[src/rtl/mul_share_arb_pkg.sv]
// rtl/mul_share_arb_pkg.sv - shared state type, defaults and index-width helper for mul_share_arb
package mul_arb_pkg;

    localparam int NREQ_DEF = 4;
    localparam int W_DEF    = 4;
    localparam int IDXW_DEF = (NREQ_DEF > 1) ? $clog2(NREQ_DEF) : 1;

    typedef enum logic [2:0] {
        IDLE,
        START,
        CLR,
        WAIT,
        RESP
    } arb_state_t;

    // Width of a binary requester index; never narrower than one bit.
    function automatic int idx_width(input int n);
        return (n > 1) ? $clog2(n) : 1;
    endfunction

endpackage

[src/rtl/mul_share_arb_if.sv]
// rtl/mul_share_arb_if.sv - requester and multiplier signal bundle for mul_share_arb
interface mul_share_arb_if
    import mul_arb_pkg::*;
#(
    parameter int NREQ = NREQ_DEF,
    parameter int W    = W_DEF
);
    logic [NREQ-1:0]   req;
    logic [NREQ*W-1:0] a_in;
    logic [NREQ*W-1:0] b_in;
    logic [NREQ-1:0]   gnt;
    logic [NREQ-1:0]   rsp_valid;
    logic [2*W-1:0]    rsp_data;
    logic              busy;
    logic              mul_start;
    logic [W-1:0]      mul_a;
    logic [W-1:0]      mul_b;
    logic [2*W-1:0]    mul_result;
    logic              mul_done;

    // Arbiter side.
    modport slave (
        input  req, a_in, b_in, mul_result, mul_done,
        output gnt, rsp_valid, rsp_data, busy, mul_start, mul_a, mul_b
    );

    // Client and multiplier side.
    modport master (
        output req, a_in, b_in, mul_result, mul_done,
        input  gnt, rsp_valid, rsp_data, busy, mul_start, mul_a, mul_b
    );

endinterface

[src/rtl/mul_share_arb_rr_pick.sv]
// rtl/mul_share_arb_rr_pick.sv - combinational round-robin picker: first set request at or after ptr
module rr_pick
    import mul_arb_pkg::*;
#(
    parameter int NREQ = NREQ_DEF,
    parameter int IW   = idx_width(NREQ_DEF)
) (
    input  logic [NREQ-1:0] i_req,
    input  logic [IW-1:0]   i_ptr,
    output logic [NREQ-1:0] o_gnt,
    output logic [IW-1:0]   o_idx,
    output logic            o_any
);

    logic [NREQ-1:0] w_rot;

    // Rotate so that bit 0 is the requester at ptr, then take the lowest set bit and map it back.
    always_comb begin
        int s;
        s     = 0;
        o_gnt = '0;
        o_idx = '0;
        o_any = 1'b0;
        w_rot = NREQ'({i_req, i_req} >> i_ptr);
        for (int i = 0; i < NREQ; i++) begin
            if (!o_any && w_rot[i]) begin
                o_any = 1'b1;
                s     = int'(i_ptr) + i;
                if (s >= NREQ) begin
                    s = s - NREQ;
                end
            end
        end
        if (o_any) begin
            o_idx = IW'(s);
            o_gnt = {{(NREQ-1){1'b0}}, 1'b1} << s;
        end
    end

endmodule

[src/rtl/mul_share_arb.sv]
// rtl/mul_share_arb.sv - round-robin sharing of one sequential multiplier; ZERO_SKIP_EN bypasses the multiplier for zero operands
module mul_share_arb
    import mul_arb_pkg::*;
#(
    parameter int NREQ = NREQ_DEF,
    parameter int W    = W_DEF
) (
    input  logic        clk,
    input  logic        rst,
    mul_share_arb_if.slave bus
);

    localparam int IW = idx_width(NREQ);

    arb_state_t      r_state;
    logic [IW-1:0]   r_ptr;
    logic [IW-1:0]   r_idx;
    logic [NREQ-1:0] r_gnt;
    logic [NREQ-1:0] r_rsp_valid;
    logic [2*W-1:0]  r_rsp_data;
    logic            r_busy;
    logic            r_mul_start;
    logic [W-1:0]    r_mul_a;
    logic [W-1:0]    r_mul_b;

    logic [NREQ-1:0] w_gnt;
    logic [IW-1:0]   w_idx;
    logic            w_any;
    logic [W-1:0]    w_a;
    logic [W-1:0]    w_b;

    rr_pick #(
        .NREQ (NREQ),
        .IW   (IW)
    ) u_pick (
        .i_req (bus.req),
        .i_ptr (r_ptr),
        .o_gnt (w_gnt),
        .o_idx (w_idx),
        .o_any (w_any)
    );

    assign w_a = bus.a_in[int'(w_idx)*W +: W];
    assign w_b = bus.b_in[int'(w_idx)*W +: W];

    // Grant, launch, wait for a fresh done, respond; every output is a register.
    always_ff @(posedge clk or posedge rst) begin
        if (rst) begin
            r_state     <= IDLE;
            r_ptr       <= '0;
            r_idx       <= '0;
            r_gnt       <= '0;
            r_rsp_valid <= '0;
            r_rsp_data  <= '0;
            r_busy      <= 1'b0;
            r_mul_start <= 1'b0;
            r_mul_a     <= '0;
            r_mul_b     <= '0;
        end else begin
            r_mul_start <= 1'b0;
            r_rsp_valid <= '0;
            case (r_state)
                IDLE: begin
                    if (w_any) begin
                        r_gnt   <= w_gnt;
                        r_idx   <= w_idx;
                        r_mul_a <= w_a;
                        r_mul_b <= w_b;
                        r_busy  <= 1'b1;
`ifdef ZERO_SKIP_EN
                        if ((w_a == '0) || (w_b == '0)) begin
                            r_rsp_data  <= '0;
                            r_rsp_valid <= w_gnt;
                            r_state     <= RESP;
                        end else begin
                            r_mul_start <= 1'b1;
                            r_state     <= START;
                        end
`else
                        r_mul_start <= 1'b1;
                        r_state     <= START;
`endif
                    end
                end
                START: begin
                    r_state <= CLR;
                end
                // A done still high here is left over from the previous product.
                CLR: begin
                    if (!bus.mul_done) begin
                        r_state <= WAIT;
                    end
                end
                WAIT: begin
                    if (bus.mul_done) begin
                        r_rsp_data  <= bus.mul_result;
                        r_rsp_valid <= r_gnt;
                        r_state     <= RESP;
                    end
                end
                RESP: begin
                    r_gnt   <= '0;
                    r_busy  <= 1'b0;
                    r_ptr   <= (int'(r_idx) == NREQ - 1) ? '0 : r_idx + 1'b1;
                    r_state <= IDLE;
                end
                default: begin
                    r_state <= IDLE;
                end
            endcase
        end
    end

    assign bus.gnt       = r_gnt;
    assign bus.rsp_valid = r_rsp_valid;
    assign bus.rsp_data  = r_rsp_data;
    assign bus.busy      = r_busy;
    assign bus.mul_start = r_mul_start;
    assign bus.mul_a     = r_mul_a;
    assign bus.mul_b     = r_mul_b;

endmodule
[src/flat_wrapper.sv]
// flat-port wrapper written by rule: the top's interface ports become plain ports
module mul_share_arb_flat import mul_arb_pkg::*;
#(
    parameter int NREQ = NREQ_DEF,
    parameter int W    = W_DEF
)
  (clk, rst, bus_req, bus_a_in, bus_b_in, bus_mul_result, bus_mul_done, bus_gnt, bus_rsp_valid, bus_rsp_data, bus_busy, bus_mul_start, bus_mul_a, bus_mul_b);
  mul_share_arb_if #(.NREQ(NREQ), .W(W)) bus_i ();
  input  logic clk;
  input  logic rst;
  input wire logic [$bits(bus_i.req)-1:0] bus_req;
  input wire logic [$bits(bus_i.a_in)-1:0] bus_a_in;
  input wire logic [$bits(bus_i.b_in)-1:0] bus_b_in;
  input wire logic [$bits(bus_i.mul_result)-1:0] bus_mul_result;
  input wire logic [$bits(bus_i.mul_done)-1:0] bus_mul_done;
  output wire logic [$bits(bus_i.gnt)-1:0] bus_gnt;
  output wire logic [$bits(bus_i.rsp_valid)-1:0] bus_rsp_valid;
  output wire logic [$bits(bus_i.rsp_data)-1:0] bus_rsp_data;
  output wire logic [$bits(bus_i.busy)-1:0] bus_busy;
  output wire logic [$bits(bus_i.mul_start)-1:0] bus_mul_start;
  output wire logic [$bits(bus_i.mul_a)-1:0] bus_mul_a;
  output wire logic [$bits(bus_i.mul_b)-1:0] bus_mul_b;
  assign bus_i.req = bus_req;
  assign bus_i.a_in = bus_a_in;
  assign bus_i.b_in = bus_b_in;
  assign bus_i.mul_result = bus_mul_result;
  assign bus_i.mul_done = bus_mul_done;
  assign bus_gnt = bus_i.gnt;
  assign bus_rsp_valid = bus_i.rsp_valid;
  assign bus_rsp_data = bus_i.rsp_data;
  assign bus_busy = bus_i.busy;
  assign bus_mul_start = bus_i.mul_start;
  assign bus_mul_a = bus_i.mul_a;
  assign bus_mul_b = bus_i.mul_b;
  mul_share_arb #(.NREQ(NREQ), .W(W)) u_core (.clk(clk), .rst(rst), .bus(bus_i));
endmodule
[config.mk]
export PLATFORM = sky130hd
export DESIGN_NAME = mul_share_arb_flat
export DESIGN_NICKNAME = d
export VERILOG_FILES = /design/src/rtl/mul_share_arb_pkg.sv /design/src/rtl/mul_share_arb_if.sv /design/src/rtl/mul_share_arb_rr_pick.sv /design/src/rtl/mul_share_arb.sv /design/src/flat_wrapper.sv
export SDC_FILE = /design/constraint.sdc
export NUM_CORES = 1
export LEC_CHECK = 0
export CORE_MARGIN = 4
export CORE_UTILIZATION = 39
export DETAILED_ROUTE_END_ITERATION = 16
export HOLD_SLACK_MARGIN = 0.03
export MAX_ROUTING_LAYER = met4
export PLACE_DENSITY = 0.71
export SETUP_SLACK_MARGIN = 0.4
export SYNTH_ARGS = -nofsm -noshare
export SYNTH_HDL_FRONTEND = slang
export SYNTH_SLANG_ARGS = --single-unit
[constraint.sdc]
create_clock -name clk -period 3.03 [get_ports clk]
set_input_delay 0.7575 -clock clk [delete_from_list [all_inputs] [get_ports clk]]
set_output_delay 0.7575 -clock clk [all_outputs]
set_load 0.02 [all_outputs]
# Yosys cells after proc, flatten, opt, wreduce, memory -nomap -nowiden
# Cells that the tools add are included.
dict set report word_totals {
  register_bits 33
  in_bits 47
}
dict set report classes {
  add_sub_neg 8
  n_lt_le_gt_ge 4
  eq_ne 8
  shift 4
  muxes 26
  reduce_logical 12
}
# operator count
set op_table {}
lappend op_table {{$mux W32} 8}
lappend op_table {{$shiftx A16 B5 Y4} 2}
lappend op_table {{$shl A1 B32 Y4 const A} 1}
lappend op_table {{$mux W4} 3}
lappend op_table {{$pmux W3 S4} 1}
lappend op_table {{$sub A3 B3 Y4 const B} 3}
lappend op_table {{$ge A3 B3 Y1 const B} 3}
lappend op_table {{$mux W3} 3}
lappend op_table {{$pmux W4 S2} 1}
lappend op_table {{$shr A8 B2 Y4} 1}
lappend op_table {{$mux W1} 7}
lappend op_table {{$add A2 B2 Y3 const B} 2}
lappend op_table {{$eq A3 B2 Y1 const B} 2}
lappend op_table {{$ne A2 B2 Y1 const B} 3}
lappend op_table {{$reduce_and A2 Y1} 3}
lappend op_table {{$mux W2} 2}
lappend op_table {{$sub A2 B3 Y4 const B} 1}
lappend op_table {{$add A2 B1 Y3 const B} 1}
lappend op_table {{$eq A3 B1 Y1 const B} 1}
lappend op_table {{$eq A3 B3 Y1 const B} 1}
lappend op_table {{$ge A2 B3 Y1 const B} 1}
lappend op_table {{$logic_and A1 B1 Y1} 3}
lappend op_table {{$logic_not A1 Y1} 3}
lappend op_table {{$logic_not A3 Y1} 1}
lappend op_table {{other kinds (5)} 5}

# Longest topological paths before layout
# Gate-level depths: netlist of the first run.
dict set report logic_depth {
  ltp_word 14
  depth_mapped 9
  mapped_depth_nobuf 7
}

# Hierarchy
# Synthesis of the first run repeated with hierarchy kept, for this count alone.
dict set report unflattened {
  cells_unflattened 153
  area_unflattened_um2 1924.3
}
# mod instances cells_each area_per_inst_um2
set by_module_without_submodules {}
lappend by_module_without_submodules {mul_share_arb 1 88 1443.9}
lappend by_module_without_submodules {rr_pick 1 65 480.5}

# Worst setup path before layout of the first run
# OpenSTA, ideal clock, no wires.
dict set report synth_timing {
  path_kind {in2reg}
  start {input port bus_req[3]}
  end {register u_core.r_mul_a[0], in the netlist u_core.bus.mul_a[0]}
  t_arrival_ps 2117
  slack_ps 775
  cell_stages 6
  cell_sequence {buf_2 -> or3b_1 -> a211oi_2 -> o21ai_2 -> a221oi_1 -> o31ai_1}
}
dict set report synth_between {
  elab_chain_len 13
}
# item line_no
set synth_lines {}
lappend synth_lines {{start: declaration} flat_wrapper.sv:11} ;# input wire logic [$bits(bus_i.req)-1:0] bus_req;
lappend synth_lines {{$shr A8 B2 Y4 (*)} mul_share_arb_rr_pick.sv:24} ;# w_rot = NREQ'({i_req, i_req} >> i_ptr);
lappend synth_lines {{$mux W1} mul_share_arb_rr_pick.sv:26} ;# if (!o_any && w_rot[i]) begin
lappend synth_lines {{$logic_not A1 Y1} mul_share_arb_rr_pick.sv:26}
lappend synth_lines {{$logic_and A1 B1 Y1} mul_share_arb_rr_pick.sv:26}
lappend synth_lines {{$mux W1} mul_share_arb_rr_pick.sv:26}
lappend synth_lines {{$logic_not A1 Y1} mul_share_arb_rr_pick.sv:26}
lappend synth_lines {{$logic_and A1 B1 Y1} mul_share_arb_rr_pick.sv:26}
lappend synth_lines {{$mux W1} mul_share_arb_rr_pick.sv:26}
lappend synth_lines {{$logic_not A1 Y1} mul_share_arb_rr_pick.sv:26}
lappend synth_lines {{$logic_and A1 B1 Y1} mul_share_arb_rr_pick.sv:26}
lappend synth_lines {{$mux W32 or $mux W1 (tied branches)} mul_share_arb_rr_pick.sv:26}
lappend synth_lines {{$mux W2} mul_share_arb_rr_pick.sv:34} ;# if (o_any) begin
lappend synth_lines {{$shiftx A16 B5 Y4} mul_share_arb.sv:43} ;# assign w_a = bus.a_in[int'(w_idx)*W +: W];
lappend synth_lines {{end signal: assignment} mul_share_arb.sv:67} ;# r_mul_a <= w_a;
lappend synth_lines {{end: declaration} mul_share_arb.sv:23} ;# logic [W-1:0] r_mul_a;
# Every way passes the cells marked *; elsewhere a longest branch is shown, timed or not.
# A chain may end at the register's enable or synchronous reset.

# Worst setup path after layout of the first run
dict set report layout_timing {
  start {input port bus_req[3]}
  end {register u_core.r_mul_b[2], in the netlist u_core.bus.mul_b[2]}
}
dict set report layout_between {
  elab_chain_len 13
}
# item line_no
set layout_lines {}
lappend layout_lines {{$shr A8 B2 Y4 (*)} mul_share_arb_rr_pick.sv:24}
lappend layout_lines {{$mux W1} mul_share_arb_rr_pick.sv:26}
lappend layout_lines {{$logic_not A1 Y1} mul_share_arb_rr_pick.sv:26}
lappend layout_lines {{$logic_and A1 B1 Y1} mul_share_arb_rr_pick.sv:26}
lappend layout_lines {{$mux W1} mul_share_arb_rr_pick.sv:26}
lappend layout_lines {{$logic_not A1 Y1} mul_share_arb_rr_pick.sv:26}
lappend layout_lines {{$logic_and A1 B1 Y1} mul_share_arb_rr_pick.sv:26}
lappend layout_lines {{$mux W1} mul_share_arb_rr_pick.sv:26}
lappend layout_lines {{$logic_not A1 Y1} mul_share_arb_rr_pick.sv:26}
lappend layout_lines {{$logic_and A1 B1 Y1} mul_share_arb_rr_pick.sv:26}
lappend layout_lines {{$mux W32 or $mux W1 (tied branches)} mul_share_arb_rr_pick.sv:26}
lappend layout_lines {{$mux W2} mul_share_arb_rr_pick.sv:34}
lappend layout_lines {{$shiftx A16 B5 Y4} mul_share_arb.sv:44} ;# assign w_b = bus.b_in[int'(w_idx)*W +: W];
lappend layout_lines {{end signal: assignment} mul_share_arb.sv:68} ;# r_mul_b <= w_b;
lappend layout_lines {{end: declaration} mul_share_arb.sv:24} ;# logic [W-1:0] r_mul_b;
# Marked as above.

==> results of run 1 <==
-- stage by stage --
stage                     util (%)  hold WS [ns]  setup WS (ns)  cell area [µm²]  total power, mW
after floorplan                  -         0.455          0.775             2060             1.74
after CTS                     58.3         0.481          0.421             2980             2.64
after global routing          59.0         0.519          0.383             3020             2.86
after detailed placement      56.5         0.465       -0.00172             2890             2.31
after global placement        56.5         0.462         0.0405             2890             2.29
final                         59.0         0.475          0.478             3020             2.66
-- kinds of logic (layout without fill, tap and decap cells) --
group | Yosys count | count (layout) | share of synthesized area [%]
AND/OR/NAND/NOR | 64 | 64 | 19.1
AO/OA/AOI/OAI | 58 | 58 | 26.3
flip-flops | 33 | 33 | 40.1
buffers and inverters | 21 | 99 | 4.80
multiplexers | 10 | 10 | 6.02
adder cells (fa/ha/maj) | 6 | 6 | 3.65
-- power by group --
| group | leakage, nW | internal, mW | switching [mW] |
|---|---|---|---|
| combinational | 0.750 | 0.759 | 0.860 |
| sequential | 0.413 | 0.627 | 0.103 |
| clock | 0.0450 | 0.159 | 0.152 |
| total | 1.21 | 1.54 | 1.11 |
-- sequential cells by signal (all words and copies together), names as in the netlist --
| name | cells |
|---|---|
| u_core.bus.gnt | 4 |
| u_core.r_ptr | 2 |
| u_core.bus.mul_b | 4 |
| u_core.r_idx | 2 |
| u_core.r_state | 3 |
| u_core.bus.busy | 1 |
| u_core.bus.rsp_valid | 4 |
| u_core.bus.mul_a | 4 |
| u_core.bus.mul_start | 1 |
| u_core.bus.rsp_data | 8 |
-- final cells by class --
cell class / instances / area, µm² / share of cell area, %
Multi-Input combinational cell: 138 / 1160 / 38.4
Tap cell: 70 / 87.6 / 2.90
Inverter: 5 / 18.8 / 0.622
Sequential cell: 33 / 826 / 27.4
Timing Repair Buffer: 86 / 842 / 27.9
Clock inverter: 2 / 10.0 / 0.332
Clock buffer: 6 / 72.6 / 2.41
-- worst paths after layout --
check,from,to,slack [ns],depth (start not counted)
max in group asynchronous,rst,u_core.r_ptr[0],1.87,3
worst max register to register,u_core.r_ptr[1],u_core.bus.mul_b[2],0.73,7
worst min register to register,u_core.bus.busy,u_core.bus.busy,0.47,2
worst max-delay path,bus_req[3],u_core.bus.mul_b[2],0.48,7
worst min-delay path,u_core.bus.busy,u_core.bus.busy,0.47,2
min in group asynchronous,rst,u_core.bus.mul_b[0],0.87,3
-- per-layer routing --
metal	global-route usage, %	routed length [µm]	vias to the layer above
met5	-	0	-
li1	-	-	901
met3	3.36	397	7
met4	6.08	80	0
met1	23.9	2400	869
met2	24.8	2420	68
-- layout by cell type (no fill, tap or decap), drive strengths merged, types with 2 or more instances in the layout --
cell,instances
nand4,2
nor4b,7
dfrtp,33
clkbuf,6
ha,6
nand2,15
a211oi,2
a2111oi,2
nor4,7
or3b,5
nor2,4
or2,2
buf,14
nand3,6
dlymetal6s2s,2
a21oi,7
and2,4
inv,5
o21ai,5
mux2,9
clkinv,2
nand3b,3
nand2b,5
o31a,16
o31ai,13
clkdlybuf4s50,69
a221oi,9
-- synthesized netlist by cell type (all sizes together) --
library cell / count
a2111oi: 2
a211oi: 2
a21oi: 7
a221o: 1
a221oi: 9
and2: 4
buf: 7
clkbuf: 9
dfrtp: 33
ha: 6
inv: 5
mux2: 9
mux2i: 1
nand2: 15
nand2b: 5
nand3: 6
nand3b: 3
nand4: 2
nor2: 4
nor2b: 1
nor3: 1
nor3b: 1
nor4: 7
nor4b: 7
o211ai: 1
o21a: 1
o21ai: 5
o31a: 16
o31ai: 13
o41ai: 1
or2: 2
or3: 1
or3b: 5
-- tightest hold or removal path: cells and delay by family (launching register included) --
family	cells	cell delay, ns
flops	1	0.34
simple gates	2	0.10
-- what timing repair did --
| item | 4_1_cts | 5_1_grt |
|---|---|---|
| hold buffers | 0 | 0 |
| gates resized for setup | 2 | 5 |
| pin swaps | 0 | 2 |
| endpoints found under the setup margin | 10 | 12 |
| buffers inserted | 0 | 2 |
==> summary.txt, run 1 <==
Status: completed
Fin Setup TNS: 0 ns
Cell taking the most area after synthesis: dfrtp_1
Period utilization: 84.2%
Critical path startpoint category: input port
Worst EP required: 3.19 ns
DRT iter0 DRCs: 112
CP Cell Sequence: clkdlybuf4s50_1, buf_4, mux2i_4, o21ai_2, a221o_1, nor4_1, o31ai_1
FILL cells: 464
Peak VDD IR: 345 µV
GPL Wtd Cong: 0.789
Final Critical Period: 2.55 ns
Count of cell types in the netlist: 47
Standard-cell rows: 26
Critical Path Max Stage Delay: 0.52 ns
# IOs: 73
Setup crit end kind: flip-flop
CP Buf/Inv Count: 2
GR Overflow Total: 0
PD cells: 882 mW/mm²
Arr. time, crit path: 2.71 ns
Max-slew violation count: 0
Synth area leaders: dfrtp_1 (40%), o31a_1 (6.8%), mux2_2 (4.9%)
Vias in the first global route: 1673
IO buf count: 72
Die Ht: 80.6 µm
Slowest-stage cell, CP: a221o_1
Dpl hpwl: 3930 µm
Setup-failing EPs final: 0
Clk sinks: 33
Layout cells sized above 1: 19.3%
Mapped Area: 0.00206 mm²
Hold/Removal Path Class: reg2reg
Area Overhead vs Synth: 46.6%
CTS tree: yes
Clk pin slew, worst setup/hold paths: 0.06 ns
Mapped Cells: 192
DRT Pass-1 Iters: 4
Cell count after placement: 330
Crit Path Category: in2reg
CTS Buffer Depth: 2
Die width: 80.6 µm
Synth Register Bits: 33
Drt wl/cell: 15.6 µm
Num CTS Buffers: 5
Clock latency on the worst-skew pair: 0.28 ns
CP top delay family: compound AO/OA/AOI/OAI gates
Die ar.: 0.00650 mm²
Clock H-tree levels: 2
CORE AREA: 0.00511 mm²
Pin count of the biggest net entering global routing: 34
Rel. slew slack: 67.2%
Antenna diodes: 0
NumNets Final: 322
Starting density of the core: 40.3%
GRT Overall Usage: 17.2%
Synth Area per Inst: 10.7 µm²
First-pass GRT wire length: 8410 µm
Mapped Nets: 245
Routed Wire Length: 5290 µm
Fmax: 392 MHz
Synth top area share: 40.1%
Fin cells: 340
Max-cap violations: 0
Vias: 1845
DRT antenna net count: 0
YS warnings: 0
Clock skew after layout: 0.00524 ns
Root Buffer Master: clkbuf_8
LEAKAGE: 1.21 nW
Initial antenna violation count: 0
Worst Max-Slew Pin Slew: 0.490 ns
Max FO, Critical Path: 9
Vias/cell: 5.43
RSZ-0062 raised after global routing: yes
Sequential area share after synthesis: 40.1%
Hold Fails Final Rpt: 0
DRC: 0
Note: power is estimated with default switching activity, not from simulation.
==> inputs of run 2 (changes only) <==
Settings changed: PLACE_DENSITY 0.71 to 0.74.
Clock period 3.03 ns to 2.1 ns, I/O delays scaled along.
==> run 2 against run 1 <==
Compared with the run above: the run now ends with negative setup slack left; combinational power is 82% higher; sequential share of layout area fell by 3.9 points; via count rose by 14%; power increased by 75%; sequential cell count did not move; critical endpoint is now u_core.bus.mul_a[3].
==> summary.txt, run 2 (synthesized netlist as in run 1, its figures left out) <==
Status: complete, but fails checks
Failing checks: negative setup slack
Final Critical Period: 2.10 ns
Slowest-stage cell, CP: dfrtp_2
CP top delay family: compound AO/OA/AOI/OAI gates
Fmax: 476 MHz
Most frequent CP cell: buf_12
Clk network pwr share: 13.3%
Flop pwr share: 23.4%
Final WS setup: -0.00134 ns
Max reg flops: 8
Hold/Removal Path Class: reg2reg
DRT antenna net count: 0
Worst Max-Slew Pin Slew: 0.486 ns
Max-slew violation count: 0
Crit Path Category: reg2reg
Period utilization: 100%
Placed cell areas: 0.00316 mm²
Clock H-tree levels: 2
Design area: 0.00353 mm²
Area Overhead vs Synth: 71.8%
Antenna diodes: 0
CTS tree: yes
CTS Buffer Depth: 2
Die Ht: 80.6 µm
Num CTS Buffers: 5
CORE AREA: 0.00511 mm²
CP Buf/Inv Count: 2
CP Cell Sequence: buf_12, or3b_1, a21oi_2, a221oi_4, buf_12, a221oi_1, o31ai_1
NumNets Final: 352
Dpl hpwl: 4340 µm
Critical path startpoint category: flip-flop
Rel. slew slack: 67.1%
Layout cells sized above 1: 36.0%
Critical Path Max Stage Delay: 0.45 ns
Root Buffer Master: clkbuf_8
Setup-failing EPs final: 1
DRT Pass-1 Iters: 4
Clk pin slew, worst setup/hold paths: 0.07 ns
GPL Wtd Cong: 0.798
Hold Fails Final Rpt: 0
Setup crit end kind: flip-flop
Arr. time, crit path: 2.27 ns
Peak VDD IR: 591 µV
Die width: 80.6 µm
Max FO, Critical Path: 9
Most common cell after layout, fill and taps aside: clkdlybuf4s50_1
Standard-cell rows: 26
DRC: 0
GRT Overall Usage: 19.6%
LEAKAGE: 1.49 nW
Starting density of the core: 40.3%
Total internal power: 2.68 mW
Max-cap violations: 0
First-pass GRT wire length: 9560 µm
Switch share: 42.5%
Routed Wire Length: 6800 µm
DRT iter0 DRCs: 124
Most frequent cells in the layout: clkdlybuf4s50_1 (42), buf_4 (31), dfrtp_1 (31), dlygate4sd2_1 (27), o31a_1 (16)
P_sw: 1.98 mW
Vias/cell: 5.66
IO buf count: 72
Die ar.: 0.00650 mm²
GR Overflow Total: 0
Pin count of the biggest net entering global routing: 34
Hold-fix buffers at CTS: 0
Vias in the first global route: 2003
# IOs: 73
Comb pwr share: 63.3%
Vias: 2096
Drt wl/cell: 18.4 µm
Clock latency on the worst-skew pair: 0.29 ns
Final Util: 69.2%
Initial antenna violation count: 0
Clock skew after layout: 0.00644 ns
RSZ-0062 raised after global routing: yes
Clk sinks: 33
Worst EP required: 2.27 ns
PD cells: 1320 mW/mm²
run 2: cell count changes in the layout (fill, tap and decap cells not counted), moves of 3 or more:
cell	before	now
a21oi_1	5	2
or3b_1	4	1
or3b_4	0	3
a221oi_1	6	2
buf_12	1	7
a21oi_2	0	3
dlygate4sd2_1	1	27
clkdlybuf4s50_1	69	42
buf_4	13	31
run 2: final cells by class:
class	count	area [µm²]
tap	70	87.6
sequential	33	828
inverter	5	28.8
multi-input combinational	140	1360
fill	395	1570
clock inverter	1	30.0
clock buffer	7	86.3
timing repair buffer	114	1110
run 2: final timing paths:
check                      slack [ns]       startpoint  cells after the start                endpoint
min in group asynchronous        0.63              rst                      3  u_core.bus.rsp_data[3]
min reg2reg                      0.48  u_core.bus.busy                      2         u_core.bus.busy
min                              0.48  u_core.bus.busy                      2         u_core.bus.busy
max in group asynchronous        1.15              rst                      3         u_core.r_ptr[1]
max reg2reg                    -0.001  u_core.r_ptr[0]                      7     u_core.bus.mul_a[3]
max                            -0.001  u_core.r_ptr[0]                      7     u_core.bus.mul_a[3]
run 2: through the flow:
stage	power, mW	worst slack, ns	hold WS (ns)	TNS [ns]	cells
after floorplan	2.65	0.174	0.455	0	192
after global placement	3.63	-0.549	0.468	-6.27	349
after detailed placement	3.70	-0.583	0.473	-6.88	349
after CTS	4.38	-0.0120	0.483	-0.0120	367
after global routing	4.88	-0.104	0.508	-0.574	370
final	4.66	-0.00134	0.482	-0.00134	370
run 2: power groups by stage:
stage               clock network [mW]  registers (mW)  logic, mW
floorplan                            0            1.32       1.33
finish                           0.620            1.09       2.95
global placement                     0            1.09       2.55
CTS                              0.622            1.07       2.68
global route                     0.656            1.12       3.10
detailed placement                   0            1.10       2.59
run 2: worst min-delay path, delay by kind of cell, from the launching register on:
kind / cells / cell delay (ns)
simple gates: 2 / 0.10
flops: 1 / 0.35
run 2: per-layer routing:
| metal | vias to the layer above | part of all wire [%] | global-route usage [%] |
|---|---|---|---|
| met2 | 93 | 51 | 34.0 |
| met4 | 0 | 1.5 | 5.24 |
| li1 | 960 | - | - |
| met1 | 1034 | 40 | 23.1 |
| met3 | 9 | 7.2 | 4.15 |
| met5 | - | 0 | - |
run 2: repair_timing:
action                                 4_1_cts  5_1_grt
pin swaps                                   15        7
setup endpoints to repair                   42       14
endpoints found under the hold margin        0        0
cloned                                       2        1
buffers inserted                             8        2
gates resized for setup                     53       16
==> inputs of run 3 (changes only) <==
Settings changed: CAP_MARGIN set to 40, CORE_UTILIZATION 39 to 40, GPL_TIMING_DRIVEN set to 0, PLACE_DENSITY 0.74 to 0.75.
==> run 3 against run 2 <==
Compared with the run above: the flow still finishes with violations (negative setup slack); utilization is 1.6 points higher; sequential share of layout area is 0.66 points higher; die area is 2.3% lower; power is 5.7% lower; routed wire length is 7.3% lower; critical path depth is 1 higher; final cell count is 1.4% lower; global-route usage is 0.93 points lower; largest cell class unchanged.
==> summary.txt, run 3 (synthesized netlist as in run 1, its figures left out) <==
Initial antenna violation count: 0
Max-cap violations: 0
Rel. slew slack: 55.7%
Pin count of the biggest net entering global routing: 19
RSZ-0062 raised after global routing: yes
First-pass GRT wire length: 9230 µm
Clk sinks: 33
Die ar.: 0.00635 mm²
Fin Hold WS: 0.479 ns
Final Critical Period: 2.16 ns
Clock latency on the worst-skew pair: 0.28 ns
Starting density of the core: 42.4%
DRC: 0
Max reg flops: 8
Critical path startpoint category: flip-flop
CTS tree: yes
Die width: 79.7 µm
Cell count after placement: 331
Design area: 0.00343 mm²
DRT antenna net count: 0
LEAKAGE: 1.43 nW
Clock H-tree levels: 2
Fin cells: 365
Most frequent cells in the layout: clkdlybuf4s50_1 (42), dfrtp_1 (32), dlygate4sd2_1 (26), buf_4 (22), o31a_1 (16)
GR Overflow Total: 0
Design Power: 4.40 mW
PD cells: 1280 mW/mm²
Dpl hpwl: 4110 µm
Antenna diodes: 0
Max-slew violation count: 0
Drt wl/cell: 17.3 µm
IO buf count: 71
GPL Wtd Cong: 0.783
Multi-input gate area: 0.00137 mm²
Failing checks: negative setup slack
FILL cells: 382
DP Worst Slack: -0.748 ns
CORE AREA: 0.00485 mm²
Hold-fix buffers at CTS: 0
Hold/Removal Path Class: reg2reg
Status: complete, but fails checks
Crit Path Category: reg2reg
Clk pin slew, worst setup/hold paths: 0.07 ns
Clock skew after layout: 0.00822 ns
Worst EP required: 2.26 ns
Setup crit end kind: flip-flop
Routed Wire Length: 6300 µm
# IOs: 73
Vias in the first global route: 1872
Area Overhead vs Synth: 66.8%
Placed cell areas: 0.00297 mm²
DRT Pass-1 Iters: 4
Layout cells sized above 1: 35.2%
Root Buffer Master: clkbuf_8
Max FO, Critical Path: 6
Peak VDD IR: 580 µV
Vias/cell: 5.60
DRT iter0 DRCs: 68
NumNets Final: 351
Fmax: 462 MHz
Hold Fails Final Rpt: 0
Num CTS Buffers: 5
GRT Overall Usage: 18.7%
Setup-failing EPs final: 2
Standard-cell rows: 25
Most common cell after layout, fill and taps aside: clkdlybuf4s50_1
Period utilization: 103%
Vias: 2045
Arr. time, crit path: 2.33 ns
Die Ht: 79.7 µm
Reg area: 827 µm²
Worst Max-Slew Pin Slew: 0.663 ns
Final WS setup: -0.0643 ns
CTS Buffer Depth: 2
run 3: cell count changes in the layout (fill, tap and decap cells not counted), sizes merged:
cell,change
clkbuf,+8
buf,-7
a221o,-1
a221oi,+1
bufinv,-1
dlygate4sd2,-1
o21ai,-1
run 3: metal layers:
metal | part of all wire (%) | track usage, % | vias to the layer above | wire [µm]
met5 | 0 | - | - | 0
met4 | 1.3 | 6.36 | 0 | 85
met3 | 5.7 | 3.39 | 8 | 358
met2 | 50 | 28.6 | 80 | 3150
met1 | 43 | 25.0 | 998 | 2710
li1 | - | - | 959 | -
run 3: path summary, 6_finish.rpt:
kind | startpoint | endpoint | slack (ns) | depth (start not counted)
max reg2reg | u_core.r_ptr[0] | u_core.bus.mul_a[2] | -0.06 | 8
max | u_core.r_ptr[0] | u_core.bus.mul_a[2] | -0.06 | 8
min | u_core.bus.mul_b[3] | u_core.bus.mul_b[3] | 0.48 | 2
max in group asynchronous | rst | u_core.r_ptr[0] | 0.93 | 3
min in group asynchronous | rst | u_core.bus.rsp_data[0] | 0.64 | 2
min reg2reg | u_core.bus.mul_b[3] | u_core.bus.mul_b[3] | 0.48 | 2
run 3: area by class of cell:
class | instances | area share (%)
plain buffers | 16 | 4.05
clock buffers | 7 | 2.52
inverters | 5 | 0.838
multi-input cells | 139 | 39.8
flip-flops and latches | 33 | 24.1
well taps | 67 | 2.44
repair buffers | 98 | 26.2
run 3: report_power, final:
group | switching [mW] | total, mW | internal, mW
Sequential | 0.154 | 1.06 | 0.906
Combinational | 1.55 | 2.86 | 1.32
Clock | 0.214 | 0.473 | 0.260
Total | 1.91 | 4.40 | 2.48
run 3: through the flow:
step                      utilization [%]  TNS (ns)
after floorplan                         -         0
after global placement               60.8     -9.36
after detailed placement             61.3     -9.95
after CTS                            65.9   -0.0132
after global routing                 70.8    -0.768
final                                70.8   -0.0863
run 3: critical path, stage by stage, from the launching register on:
cell and delay, ns:
dfrtp_2 0.45, buf_8 0.15, buf_6 0.12, mux2i_4 0.26
o21ai_4 0.12, a221o_1 0.41, buf_6 0.16, a2111oi_4 0.27
o31ai_2 0.10
run 3: what timing repair did:
action / in CTS / in global routing
resized for setup: 58 / 27
setup endpoints to repair: 51 / 19
pin swaps: 10 / 10
endpoints found under the hold margin: 0 / 0
cloned: 2 / 2
setup buffers: 7 / 16
